--- src/rtl/discrete_sizes_pkg.sv ---
// Shared types and sizing helpers for the discrete sizes table loader.
// Optional feature macro: DISCRETE_SIZES_LOAD_CHECKSUM_EN (trailing XOR checksum word per load).
package discrete_sizes_pkg;

    // Loader FSM; StCheck is only reachable when the checksum feature is built in.
    typedef enum logic [1:0] {
        StIdle  = 2'd0,
        StLoad  = 2'd1,
        StCheck = 2'd2,
        StDone  = 2'd3
    } load_state_e;

    // Table depth for a given variable index width.
    function automatic int unsigned num_entries(input int unsigned idx_width);
        return 32'd1 << idx_width;
    endfunction

    // The checksum is a running XOR of entries, so it is exactly one entry wide.
    function automatic int unsigned checksum_width(input int unsigned cho_width);
        return cho_width;
    endfunction

endpackage

--- src/rtl/discrete_sizes_ram.sv ---
// Table storage: one write port, one registered read-before-write read port.
// Storage is never reset so it can map onto RAM; only the read data register is cleared.
module discrete_sizes_ram
    import discrete_sizes_pkg::*;
#(
    parameter int unsigned ADDR_WIDTH = 2,
    parameter int unsigned DATA_WIDTH = 2
) (
    input  logic                  i_clock,
    input  logic                  i_reset,
    input  logic                  i_write_enable,
    input  logic [ADDR_WIDTH-1:0] i_write_address,
    input  logic [DATA_WIDTH-1:0] i_write_data,
    input  logic [ADDR_WIDTH-1:0] i_read_address,
    output logic [DATA_WIDTH-1:0] o_read_data
);

    localparam int unsigned DEPTH = num_entries(ADDR_WIDTH);

    logic [DATA_WIDTH-1:0] r_mem [DEPTH];
    logic [DATA_WIDTH-1:0] r_read_data;

    // Write port; no reset so the array stays RAM-inferable.
    always_ff @(posedge i_clock) begin
        if (i_write_enable) begin
            r_mem[i_write_address] <= i_write_data;
        end
    end

    // Registered read; sees the pre-write contents on a same-address collision.
    always_ff @(posedge i_clock) begin
        if (i_reset) begin
            r_read_data <= '0;
        end else begin
            r_read_data <= r_mem[i_read_address];
        end
    end

    assign o_read_data = r_read_data;

endmodule

--- src/rtl/discrete_sizes_loader.sv ---
// Runtime loader and holder of the per-variable max inside-choice index table.
// Host streams NUM_ENTRIES words over valid/ready after a start pulse; randomizer reads through
// a 1-cycle registered port and waits for out_table_valid.
// Optional feature macro: DISCRETE_SIZES_LOAD_CHECKSUM_EN adds a trailing XOR checksum word.
module discrete_sizes_loader
    import discrete_sizes_pkg::*;
#(
    parameter int unsigned MAX_BIT_WIDTH_OF_VARIABLES_INDEX  = 2,
    parameter int unsigned MAX_BIT_WIDTH_OF_DISCRETE_CHOICES = 2
) (
    input  logic                                         in_clock,
    input  logic                                         in_reset,
    input  logic                                         in_load_start,
    input  logic                                         in_data_valid,
    input  logic [MAX_BIT_WIDTH_OF_DISCRETE_CHOICES-1:0] in_data,
    output logic                                         out_data_ready,
    input  logic [MAX_BIT_WIDTH_OF_VARIABLES_INDEX-1:0]  in_variable_index,
    output logic [MAX_BIT_WIDTH_OF_DISCRETE_CHOICES-1:0] out_number_of_discrete_assignments,
    output logic                                         out_table_valid,
    output logic                                         out_busy,
    output logic                                         out_load_error
);

    localparam int unsigned IDX         = MAX_BIT_WIDTH_OF_VARIABLES_INDEX;
    localparam int unsigned CHO         = MAX_BIT_WIDTH_OF_DISCRETE_CHOICES;
    localparam int unsigned NUM_ENTRIES = num_entries(IDX);
    // One extra bit so the counter can never wrap inside a load.
    localparam int unsigned CNT_W       = IDX + 1;
    localparam logic [CNT_W-1:0] LAST_INDEX = CNT_W'(NUM_ENTRIES - 1);

    load_state_e      r_state;
    load_state_e      w_state_next;
    logic [CNT_W-1:0] r_count;
    logic [CNT_W-1:0] w_count_next;
    logic             r_table_valid;
    logic             w_table_valid_next;
    logic             w_write_enable;
    logic             w_load_error;

`ifdef DISCRETE_SIZES_LOAD_CHECKSUM_EN
    localparam int unsigned CKS_W = checksum_width(CHO);

    logic [CKS_W-1:0] r_checksum;
    logic [CKS_W-1:0] w_checksum_next;
    logic             r_load_error;
    logic             w_load_error_next;

    assign w_load_error = r_load_error;
`else
    assign w_load_error = 1'b0;
`endif

    // Next-state logic; a start pulse overrides everything and discards any same-cycle word.
    always_comb begin
        w_state_next       = r_state;
        w_count_next       = r_count;
        w_table_valid_next = r_table_valid;
        w_write_enable     = 1'b0;
`ifdef DISCRETE_SIZES_LOAD_CHECKSUM_EN
        w_checksum_next    = r_checksum;
        w_load_error_next  = r_load_error;
`endif
        if (in_load_start) begin
            w_state_next       = StLoad;
            w_count_next       = '0;
            w_table_valid_next = 1'b0;
`ifdef DISCRETE_SIZES_LOAD_CHECKSUM_EN
            w_checksum_next    = '0;
            w_load_error_next  = 1'b0;
`endif
        end else begin
            case (r_state)
                StLoad: begin
                    if (in_data_valid) begin
                        w_write_enable = 1'b1;
                        w_count_next   = r_count + CNT_W'(1);
`ifdef DISCRETE_SIZES_LOAD_CHECKSUM_EN
                        w_checksum_next = r_checksum ^ in_data;
                        if (r_count == LAST_INDEX) begin
                            w_state_next = StCheck;
                        end
`else
                        if (r_count == LAST_INDEX) begin
                            w_state_next = StDone;
                        end
`endif
                    end
                end
`ifdef DISCRETE_SIZES_LOAD_CHECKSUM_EN
                StCheck: begin
                    if (in_data_valid) begin
                        w_load_error_next = (in_data != r_checksum);
                        w_state_next      = StDone;
                    end
                end
`endif
                StDone: begin
                    w_table_valid_next = ~w_load_error;
                    w_state_next       = StIdle;
                end
                default: begin
                    w_state_next = StIdle;
                end
            endcase
        end
    end

    // Handshake and busy are purely a function of the current state.
    always_comb begin
        out_data_ready = (r_state == StLoad) || (r_state == StCheck);
        out_busy       = out_data_ready;
    end

    // State, counter and flag registers.
    always_ff @(posedge in_clock) begin
        if (in_reset) begin
            r_state       <= StIdle;
            r_count       <= '0;
            r_table_valid <= 1'b0;
        end else begin
            r_state       <= w_state_next;
            r_count       <= w_count_next;
            r_table_valid <= w_table_valid_next;
        end
    end

`ifdef DISCRETE_SIZES_LOAD_CHECKSUM_EN
    // Running checksum and sticky mismatch flag.
    always_ff @(posedge in_clock) begin
        if (in_reset) begin
            r_checksum   <= '0;
            r_load_error <= 1'b0;
        end else begin
            r_checksum   <= w_checksum_next;
            r_load_error <= w_load_error_next;
        end
    end
`endif

    assign out_table_valid = r_table_valid;
    assign out_load_error  = w_load_error;

    discrete_sizes_ram #(
        .ADDR_WIDTH (IDX),
        .DATA_WIDTH (CHO)
    ) u_ram (
        .i_clock         (in_clock),
        .i_reset         (in_reset),
        .i_write_enable  (w_write_enable),
        .i_write_address (r_count[IDX-1:0]),
        .i_write_data    (in_data),
        .i_read_address  (in_variable_index),
        .o_read_data     (out_number_of_discrete_assignments)
    );

endmodule
--- config.mk ---
export PLATFORM = sky130hd
export DESIGN_NAME = discrete_sizes_loader
export DESIGN_NICKNAME = d
export VERILOG_FILES = /design/src/rtl/discrete_sizes_pkg.sv /design/src/rtl/discrete_sizes_ram.sv /design/src/rtl/discrete_sizes_loader.sv
export SDC_FILE = /design/constraint.sdc
export NUM_CORES = 1
export LEC_CHECK = 0
export CORE_MARGIN = 2
export CORE_UTILIZATION = 49
export DETAILED_ROUTE_END_ITERATION = 12
export PLACE_DENSITY_LB_ADDON = 0.2
export SKIP_LAST_GASP = 1
export SYNTH_ARGS = -nofsm -noshare
export SYNTH_HDL_FRONTEND = slang
export SYNTH_SLANG_ARGS = --single-unit
--- constraint.sdc ---
create_clock -name in_clock -period 1.5 [get_ports in_clock]
set_input_delay 0.15 -clock in_clock [delete_from_list [all_inputs] [get_ports in_clock]]
set_output_delay 0.15 -clock in_clock [all_outputs]
set_load 0.01 [all_outputs]
=== Word level (Yosys, flattened, before mapping) ===
Memory sizes are Yosys's and may differ from the RTL's. A register that Yosys moved wholly into a read port is not among the register bits.
Index checks and enable logic that the tools add are counted.

* Reduce and logical (&&, ||, !) cells: 6
* $add $sub $neg: 1
* Magnitude comparators: 0
* Shift-type cells: 0
* Multiply operators: 0
* Divide/modulo/power cells: 0
* Equal/unequal tests: 6
* Mux-type cells: 9
* Bitwise operators: 1

{| class="wikitable"
|+ Operators with widths
! cell !! count
|-
| $mux 1 || 9
|-
| $ne 3x3->1 const B || 2
|-
| $reduce_and 2->1 || 3
|-
| $eq 2x2->1 const B || 2
|-
| $add 3x1->3 const B || 1
|-
| $eq 3x2->1 const B || 1
|-
| $reduce_or 3->1 || 1
|-
| $eq 2x1->1 const B || 1
|-
| $reduce_or 2->1 || 1
|-
| $logic_or 1x1->1 || 1
|-
| $not 1->1 || 1
|}

* Bits in latches: 0
* Input port bits: 8
* Memories: 1
* Memory bits (writable): 8
* Output and inout bits: 6
* Register bits after elaboration: 6
* Bits in read-only memories: 0

{| class="wikitable"
|+ Memories
! memory !! words !! bits a word !! read ports !! clocked after memory_dff !! write ports !! RTL line !! text
|-
| u_ram.r_mem || 4 || 2 || 1 || 1 || 1 || discrete_sizes_ram.sv:20 || <nowiki>logic [DATA_WIDTH-1:0] r_mem [DEPTH];</nowiki>
|}

=== Longest topological paths before layout ===
Gate-level depths: netlist of the first run.

* Depth in word-level cells: 5
* Depth in mapped cells: 5
* Depth with buffers taken out: 4

=== Modules after synthesis ===
From an unflattened synthesis of the first run, not the netlist that was laid out.

* Cell total of the unflattened synthesis: 54
* Area, all modules: 714.4 um^2

{| class="wikitable"
|+ By module, submodules not included
! module !! sequential area each (um^2) !! cells an instance !! area each (um^2) !! instances
|-
| discrete_sizes_ram || 280.3 || 19 || 382.9 || 1
|-
| discrete_sizes_loader || 120.1 || 35 || 331.6 || 1
|}

=== Least setup slack after synthesis of the first run ===
Ideal clock, no wire load.

* Kind: reg2reg
* Start: reg r_state[0]
* End: mem u_ram.r_mem[0][0] (enable)
* Cell stages (with the launch flop): 5
* Path buffers: 1
* Path slack: 0.167 ns
* Arrival time: 1.001 ns
* Required time: 1.168 ns
* Period minus slack after synthesis: 1.333 ns
* Cells stage by stage: dfxtp_1 > ha_1 > buf_2 > nand2_1 > nor3b_1

* Longest elaborated chain between the ends: 5

{| class="wikitable"
|+ RTL lines
! element !! RTL line !! text
|-
| from (decl) || discrete_sizes_loader.sv:31 || <nowiki>load_state_e r_state;</nowiki>
|-
| from (signal assigned) || discrete_sizes_loader.sv:117 || <nowiki>r_state <= StIdle;</nowiki>
|-
| from (signal assigned) || discrete_sizes_loader.sv:121 || <nowiki>r_state <= w_state_next;</nowiki>
|-
| $eq 2x1->1 || discrete_sizes_loader.sv:72 || <nowiki>case (r_state)</nowiki>
|-
| $mux 1 || discrete_sizes_loader.sv:72 ||
|-
| $mux 1 || discrete_sizes_loader.sv:63 || <nowiki>if (in_load_start) begin</nowiki>
|-
| $mux 1 || discrete_sizes_ram.sv:25 || <nowiki>if (i_write_enable) begin</nowiki>
|-
| $mux 1 (implied by the code) || discrete_sizes_ram.sv:26 || <nowiki>r_mem[i_write_address] <= i_write_data;</nowiki>
|-
| to (decl) || discrete_sizes_ram.sv:20 ||
|}

Every way passes these cells.

=== Worst setup path in the final report of the first run ===
* Start: reg r_state[0]
* End: mem u_ram.r_mem[1][1] (enable)

The elaborated chain is that of the path after synthesis.

==> flow_summary.ini, run 1 <==
[sta]
fin_setup_tns_ns = 0
timing.final.crit_share = 0.941
rsz0062_at_grt = true
whs_ns = 0.474
hold_viol = 0
slew_viol_final = 0
fmax_ghz = 0.708
period_minus_slack_ns = 1.41
setup_ws_ns = 0.0883
final-setup-viol-count = 0
final.setup_skew_ns = 0.00112

[floorplan]
initial_core_util = 0.505
die_area_um2 = 1840
ioPinCount = 14
die_y_um = 42.9
die_w_um = 42.9
fp-row-count = 14
core_um2 = 1470

[drt]
route.detailed.drc = 0
vias_per_cell = 5.24
wire_per_inst_um = 13.3
antenna_left = 0
wirelength_um = 1180
firstDrtPassIters = 4
vias = 466
drt_iter0_drc = 3

[cells_and_area]
multiInputGateArea_um2 = 304
layout-drive-gt1-share = 0.205
fin_util = 0.619
final_common_cell = clkdlybuf4s50_1
fin_nets = 89
seq_area_um2 = 402
fillers = 130
final_cell_mix = clkdlybuf4s50_1, edfxtp_1, ha_1, dfxtp_1, inv_1
stdcell_count = 89
final_area_um2 = 911
syn_to_final_growth_pct = 22.6
num_antenna_cells = 0

[clock_tree]
cts-htree-levels = 1
cts_buffers = 3
cts.clk_slew.worst_paths_ns = 0.09
insertion_delay_ns = 0.27
post_cts_buffers = 0
cts_tree = built
cts-root-buf = clkbuf_4
cts_sinks = 16
clockBufferDepth = 2

[grt]
grt_pass1_wl_um = 2040
met1_usage = 0.185
grt_pass1_vias = 478
grt_use_met2 = 0.267
overflow = 0
grt_start_max_net_pins = 10
grt_usage = 0.152
use_met3 = 0.0383
antenna_found_initial = 0
top_usage_layer = met2

[placement]
gp_congestion = 0.689
place_hpwl_um = 932
dpl_cell_area_um2 = 881
place_ws_ns = 0.0444
portBuffers = 12
place_inst = 85

[setup_path]
worst_setup_path_end_kind = register
crit_path_max_fanout = 4
crit_required_ns = 1.44
crit_type = register to register
crit_arrival_ns = 1.36
critPathLaunchType = register

[power_and_ir_drop]
peakVddDrop_v = 0.000449
p_leak_nw = 0.344
powerDensity_nw_per_um2 = 851
power_mw = 0.775

[flow_run]
cap_violations = 0

[synthesis]
ys_seq_area_frac = 0.539
avgSynthCellArea_um2 = 12.8
syn_nets = 73
synthFlopType = edfxtp_1
synth_warnings = 0
synth-edff-count = 8
synth_async_sr_flop_share = 0
synthCells = 58
synth.distinct_cells = 20
ys_seq_elements = 16
syn_area_um2 = 743

[min_path]
hold_class = register to register

[status]
status = finished, final reports clean
## worst paths after layout
check | startpoint | to | slack [ns] | cells after the start
worst max-delay path | r_state[0]$_SDFFE_PP0P_ | u_ram.r_mem[1][1]$_DFFE_PP_ | 0.09 | 3
worst min-delay path | out_table_valid$_SDFFE_PP0N_ | out_table_valid$_SDFFE_PP0N_ | 0.47 | 2
worst max register to register | r_state[0]$_SDFFE_PP0P_ | u_ram.r_mem[1][1]$_DFFE_PP_ | 0.09 | 3
worst min register to register | out_table_valid$_SDFFE_PP0N_ | out_table_valid$_SDFFE_PP0N_ | 0.47 | 2
## repair_timing
item,in CTS,in global routing
cloned,0,0
hold buffers,0,0
setup endpoints to repair,2,2
gates resized for setup,3,1
## power breakdown
group          internal, mW  switching (mW)  leakage (nW)
sequential            0.464         0.00341         0.138
clock                0.0961           0.128        0.0154
combinational        0.0473          0.0359         0.191
## registers in the layout (all words and copies together) (netlist names)
register	flops
u_ram.r_mem	8
r_count	3
r_state	2
u_ram.o_read_data	2
out_table_valid	1
## synth_stat cells (all sizes together), types with 2 or more instances
| cell | number | area share |
|---|---|---|
| edfxtp | 8 | 0.32 |
| a21oi | 4 | 0.027 |
| mux4 | 2 | 0.061 |
| nor3b | 5 | 0.051 |
| nor2 | 3 | 0.015 |
| dfxtp | 8 | 0.22 |
| inv | 5 | 0.025 |
| ha | 7 | 0.12 |
| nor2b | 2 | 0.037 |
| a21bo | 2 | 0.027 |
| buf | 4 | 0.034 |
## critical path: stages (launching register included)
cell     delay, ns
dfxtp_1       0.38
ha_1          0.19
nand2_1       0.12
nor3b_1       0.38
## kinds of logic (layout without fill, tap and decap cells)
| logic type | count (synthesis) | count (layout) | synth area share |
|---|---|---|---|
| buf+inv | 9 | 24 | 0.0589 |
| mux | 2 | 2 | 0.0606 |
| compound gates | 8 | 8 | 0.0758 |
| flops | 16 | 16 | 0.539 |
| other cells | 1 | 1 | 0.00505 |
| simple gates | 15 | 15 | 0.143 |
| fa+ha+maj | 7 | 7 | 0.118 |
## routing by layer
layer  vias to the layer above  wire [um]  part of all wire
met2                         8        619              0.52
met5                         -          0                 0
met4                         0          0                 0
li1                        231          -                 -
met1                       227        515              0.44
met3                         0         45             0.038
## area by class of cell
| cell class | instances | share of cell area |
|---|---|---|
| tap | 16 | 0.0220 |
| inverter | 5 | 0.0206 |
| timing repair buffer | 15 | 0.154 |
| clock inverter | 1 | 0.00412 |
| multi-input combinational | 33 | 0.334 |
| sequential | 16 | 0.441 |
| clock buffer | 3 | 0.0247 |
No activity file was read; power rests on OpenSTA's default activity.
==> run 2: changes to the inputs <==
GPL_TIMING_DRIVEN = 0   (was default)
==> flow_summary.ini, run 2 (same netlist as run 1, synthesis figures left out) <==
[setup_path]
crit_arrival_ns = 1.28
crit_required_ns = 1.35
crit_path_max_fanout = 2
crit_type = register to output pin
path_common_cell = inv_1
cp_cell_sequence = inv_1 > ha_1 > inv_1 > dlygate4sd2_1
worst_setup_path_end_kind = output pin
critPathLaunchType = register
critPathMaxStageDelay_ns = 0.34
cpMaxStageDelayCell = dfxtp_2

[cells_and_area]
final_common_cell = clkdlybuf4s50_1
largest_reg_flops = 8
fillers = 118
final_cell_mix = clkdlybuf4s50_1, edfxtp_1, ha_1
num_antenna_cells = 0
multiInputGateArea_um2 = 352
top_register = u_ram.r_mem
fin_nets = 90
seq_area_um2 = 403
reg_top3 = u_ram.r_mem: 8 flops, r_count: 3 flops
layout-drive-gt1-share = 0.311
syn_to_final_growth_pct = 29.0
final_area_um2 = 958

[sta]
whs_ns = 0.222
rsz0062_at_grt = false
timing.final.crit_share = 0.951
hold_viol = 0
final-setup-viol-count = 0
slew_viol_final = 0
final.setup_skew_ns = 0.00601
period_minus_slack_ns = 1.43
relSlewSlack = 0.656
worst_pin_slew_ns = 0.515
setup_ws_ns = 0.0736
fmax_ghz = 0.701

[min_path]
hold_class = input port to register

[grt]
grt_use_met2 = 0.239
antenna_found_initial = 0
overflow = 0
grt_usage = 0.153
grt_start_max_net_pins = 10
use_met3 = 0.0255
top_usage_layer = met2
grt_pass1_vias = 449
met1_usage = 0.182
grt_pass1_wl_um = 1970

[clock_tree]
cts_buffers = 3
cts-root-buf = clkbuf_4
clockBufferDepth = 2
cts_tree = built
insertion_delay_ns = 0.28
cts.clk_slew.worst_paths_ns = 0.08
cts-htree-levels = 1
cts_sinks = 16

[floorplan]
die_w_um = 42.9
core_um2 = 1470
die_y_um = 42.9
ioPinCount = 14
initial_core_util = 0.505
die_area_um2 = 1840
fp-row-count = 14

[drt]
antenna_left = 0
drt_iter0_drc = 3
route.detailed.drc = 0
firstDrtPassIters = 4
wirelength_um = 1190
wire_per_inst_um = 13.3
vias = 478
vias_per_cell = 5.31

[power_and_ir_drop]
peakVddDrop_v = 0.000504
power_mw = 0.790
powerDensity_nw_per_um2 = 824
p_leak_nw = 0.384

[flow_run]
cap_violations = 0

[placement]
dpl_cell_area_um2 = 873
gp_congestion = 0.750
portBuffers = 11
place_ws_ns = -0.0904
place_hpwl_um = 863

[status]
status = finished, final reports clean
run 2: cell types whose count changed in the layout (fill, tap and decap cells not counted), sizes merged:
cell,change
clkbuf,+3
buf,+1
clkdlybuf4s50,-1
clkinv,-1
dlygate4sd2,-1
run 2: through the flow:
stage,std cells,utilization,TNS [ns]
6_report,90,0.651,0
5_1_grt,90,0.651,0
4_1_cts,89,0.624,-0.0551
3_5_place_dp,85,0.594,-0.303
3_3_place_gp,85,0.594,-0.0844
2_1_floorplan,58,-,0
run 2: path summary, 6_finish.rpt:
kind	slack [ns]	start	cells past startpoint	end
setup / recovery	0.07	r_state[1]$_SDFFE_PP0P_	4	out_busy
hold / removal	0.22	in_data_valid	2	r_count[2]$_SDFFE_PP0P_
setup reg to reg	0.14	r_state[1]$_SDFFE_PP0P_	5	u_ram.r_mem[0][0]$_DFFE_PP_
hold reg to reg	0.47	out_table_valid$_SDFFE_PP0N_	2	out_table_valid$_SDFFE_PP0N_
run 2: worst max-delay path, delay by kind of cell (launching register included):
kind	cells	cell delay, ns
buffers and inverters	3	0.39
flip-flops	1	0.34
adder cells (fa/ha/maj)	1	0.27
run 2: routing by layer:
metal	part of all wire	up-vias
met5	0	-
met4	0.030	0
met3	0.036	5
met2	0.52	15
met1	0.41	224
li1	-	234
run 2: timing repair:
item / 4_1_cts / 5_1_grt
pin swaps: 0 / 2
setup buffers: 0 / 1
hold buffers: 0 / 0
setup endpoints to repair: 10 / 10
gates resized for setup: 7 / 10
run 2: cell type report:
type,instances,area share
sequential,16,0.420
multi-input combinational,33,0.367
timing repair buffer,12,0.116
buffer,4,0.0287
clock buffer,4,0.0274
tap,16,0.0209
inverter,5,0.0196
run 2: power by group:
group          total [mW]  internal (mW)  switching [mW]
Combinational      0.0894         0.0470          0.0424
Clock               0.232          0.103           0.129
Sequential          0.468          0.465         0.00339
Total               0.790          0.615           0.175
==> run 3: changes to the inputs <==
GPL_ROUTABILITY_DRIVEN = 1   (was default)
MAX_ROUTING_LAYER = met4   (was default)
RECOVER_POWER = 25   (was default)
==> flow_summary.ini, run 3 (same netlist as run 1, synthesis figures left out) <==
[drt]
route.detailed.drc = 0
firstDrtPassIters = 4
wire_per_inst_um = 13.2
wirelength_um = 1190
antenna_left = 0
vias_per_cell = 5.31
drt_iter0_drc = 4
vias = 478

[sta]
fin_setup_tns_ns = 0
final-setup-viol-count = 0
setup_ws_ns = 0.0736
period_minus_slack_ns = 1.43
slew_viol_final = 0
worst_pin_slew_ns = 0.515
whs_ns = 0.222
final.setup_skew_ns = 0.00589
hold_viol = 0
rsz0062_at_grt = false
fmax_ghz = 0.701
timing.final.crit_share = 0.951
relSlewSlack = 0.656

[grt]
antenna_found_initial = 0
grt_pass1_vias = 449
overflow = 0
grt_start_max_net_pins = 10
grt_usage = 0.157
grt_pass1_wl_um = 1970

[min_path]
min_from = in_data_valid
hold_end = r_count[2]$_SDFFE_PP0P_
hold_class = input port to register
hold_depth = 2

[floorplan]
fp-row-count = 14
die_area_um2 = 1840
ioPinCount = 14
core_um2 = 1470
die_w_um = 42.9
initial_core_util = 0.505
die_y_um = 42.9

[clock_tree]
cts_tree = built
clockBufferDepth = 2
cts_buffers = 3
ctsHoldBuffers = 0
cts-root-buf = clkbuf_4
cts.clk_slew.worst_paths_ns = 0.08
cts-htree-levels = 1
cts_sinks = 16
insertion_delay_ns = 0.28

[setup_path]
r2r_cells = 5
r2r_end = u_ram.r_mem[0][0]$_DFFE_PP_
worst_setup_path_end_kind = output pin
r2r-start = r_state[1]$_SDFFE_PP0P_
r2r_setup_slack_ns = 0.14
critPathLaunchType = register
crit_path_max_fanout = 2
crit_type = register to output pin
crit_required_ns = 1.35
crit_arrival_ns = 1.28

[cells_and_area]
fin_nets = 90
final_area_um2 = 958
syn_to_final_growth_pct = 29.0
final_cell_mix = edfxtp_1, ha_1, clkdlybuf4s50_1
reg_top3 = u_ram.r_mem: 8 flops, r_count: 3 flops
fillers = 118
stdcell_count = 90
top_register = u_ram.r_mem
fin_util = 0.651
num_antenna_cells = 0
layout-drive-gt1-share = 0.311
largest_reg_flops = 8
final_common_cell = edfxtp_1

[placement]
portBuffers = 11
gp_congestion = 0.760
place_ws_ns = -0.0904
place_hpwl_um = 863
place_inst = 85
dpl_cell_area_um2 = 873

[power_and_ir_drop]
p_leak_nw = 0.384
peakVddDrop_v = 0.000504
powerDensity_nw_per_um2 = 823
power_mw = 0.788

[flow_run]
cap_violations = 0

[status]
status = finished, final reports clean
-- run 3: timing repair --
item | 4_1_cts | 5_1_grt
cloned | 0 | 0
gates resized for setup | 7 | 10
setup endpoints to repair | 10 | 10
pin swaps | 0 | 2
setup buffers | 0 | 1
-- run 3: where the power goes --
group | switching [mW] | leakage, nW | internal (mW)
Combinational | 0.0424 | 0.231 | 0.0459
Clock | 0.129 | 0.0150 | 0.103
Sequential | 0.00339 | 0.138 | 0.465
Total | 0.174 | 0.384 | 0.614
-- run 3: worst max-delay path, cell delays in order (launching register included) --
cell and delay (ns):
dfxtp_2 0.34, inv_1 0.04, ha_1 0.27, inv_1 0.07
dlygate4sd2_1 0.28
-- run 3: area by class of cell --
class / instances / area [um2] / share of cell area
Buffer: 4 / 27.5 / 0.0287
Clock buffer: 4 / 26.3 / 0.0274
Inverter: 5 / 18.8 / 0.0196
Multi-Input combinational cell: 33 / 352 / 0.367
Sequential cell: 16 / 403 / 0.420
Tap cell: 16 / 20.0 / 0.0209
Timing Repair Buffer: 12 / 111 / 0.116
-- run 3: routing by layer --
metal / wire (um) / share of wire / GRT usage
met1: 490 / 0.41 / 0.182
met3: 43 / 0.036 / 0.0255
met2: 622 / 0.52 / 0.239
met4: 36 / 0.030 / 0.127
met5: 0 / 0 / -
-- run 3: how the worst max path moves through the flow --
stage / startpoint / end / slack, ns / cells past startpoint
floorplan: r_state[0]$_SDFFE_PP0P_ / u_ram.r_mem[0][0]$_DFFE_PP_ / 0.17 / 4
global placement: r_state[0]$_SDFFE_PP0P_ / u_ram.r_mem[3][1]$_DFFE_PP_ / -0.03 / 4
detailed placement: r_state[0]$_SDFFE_PP0P_ / u_ram.r_mem[0][1]$_DFFE_PP_ / -0.09 / 4
CTS: r_state[1]$_SDFFE_PP0P_ / out_data_ready / -0.04 / 5
global route: r_state[1]$_SDFFE_PP0P_ / out_busy / 0.02 / 4
finish: r_state[1]$_SDFFE_PP0P_ / out_busy / 0.07 / 4
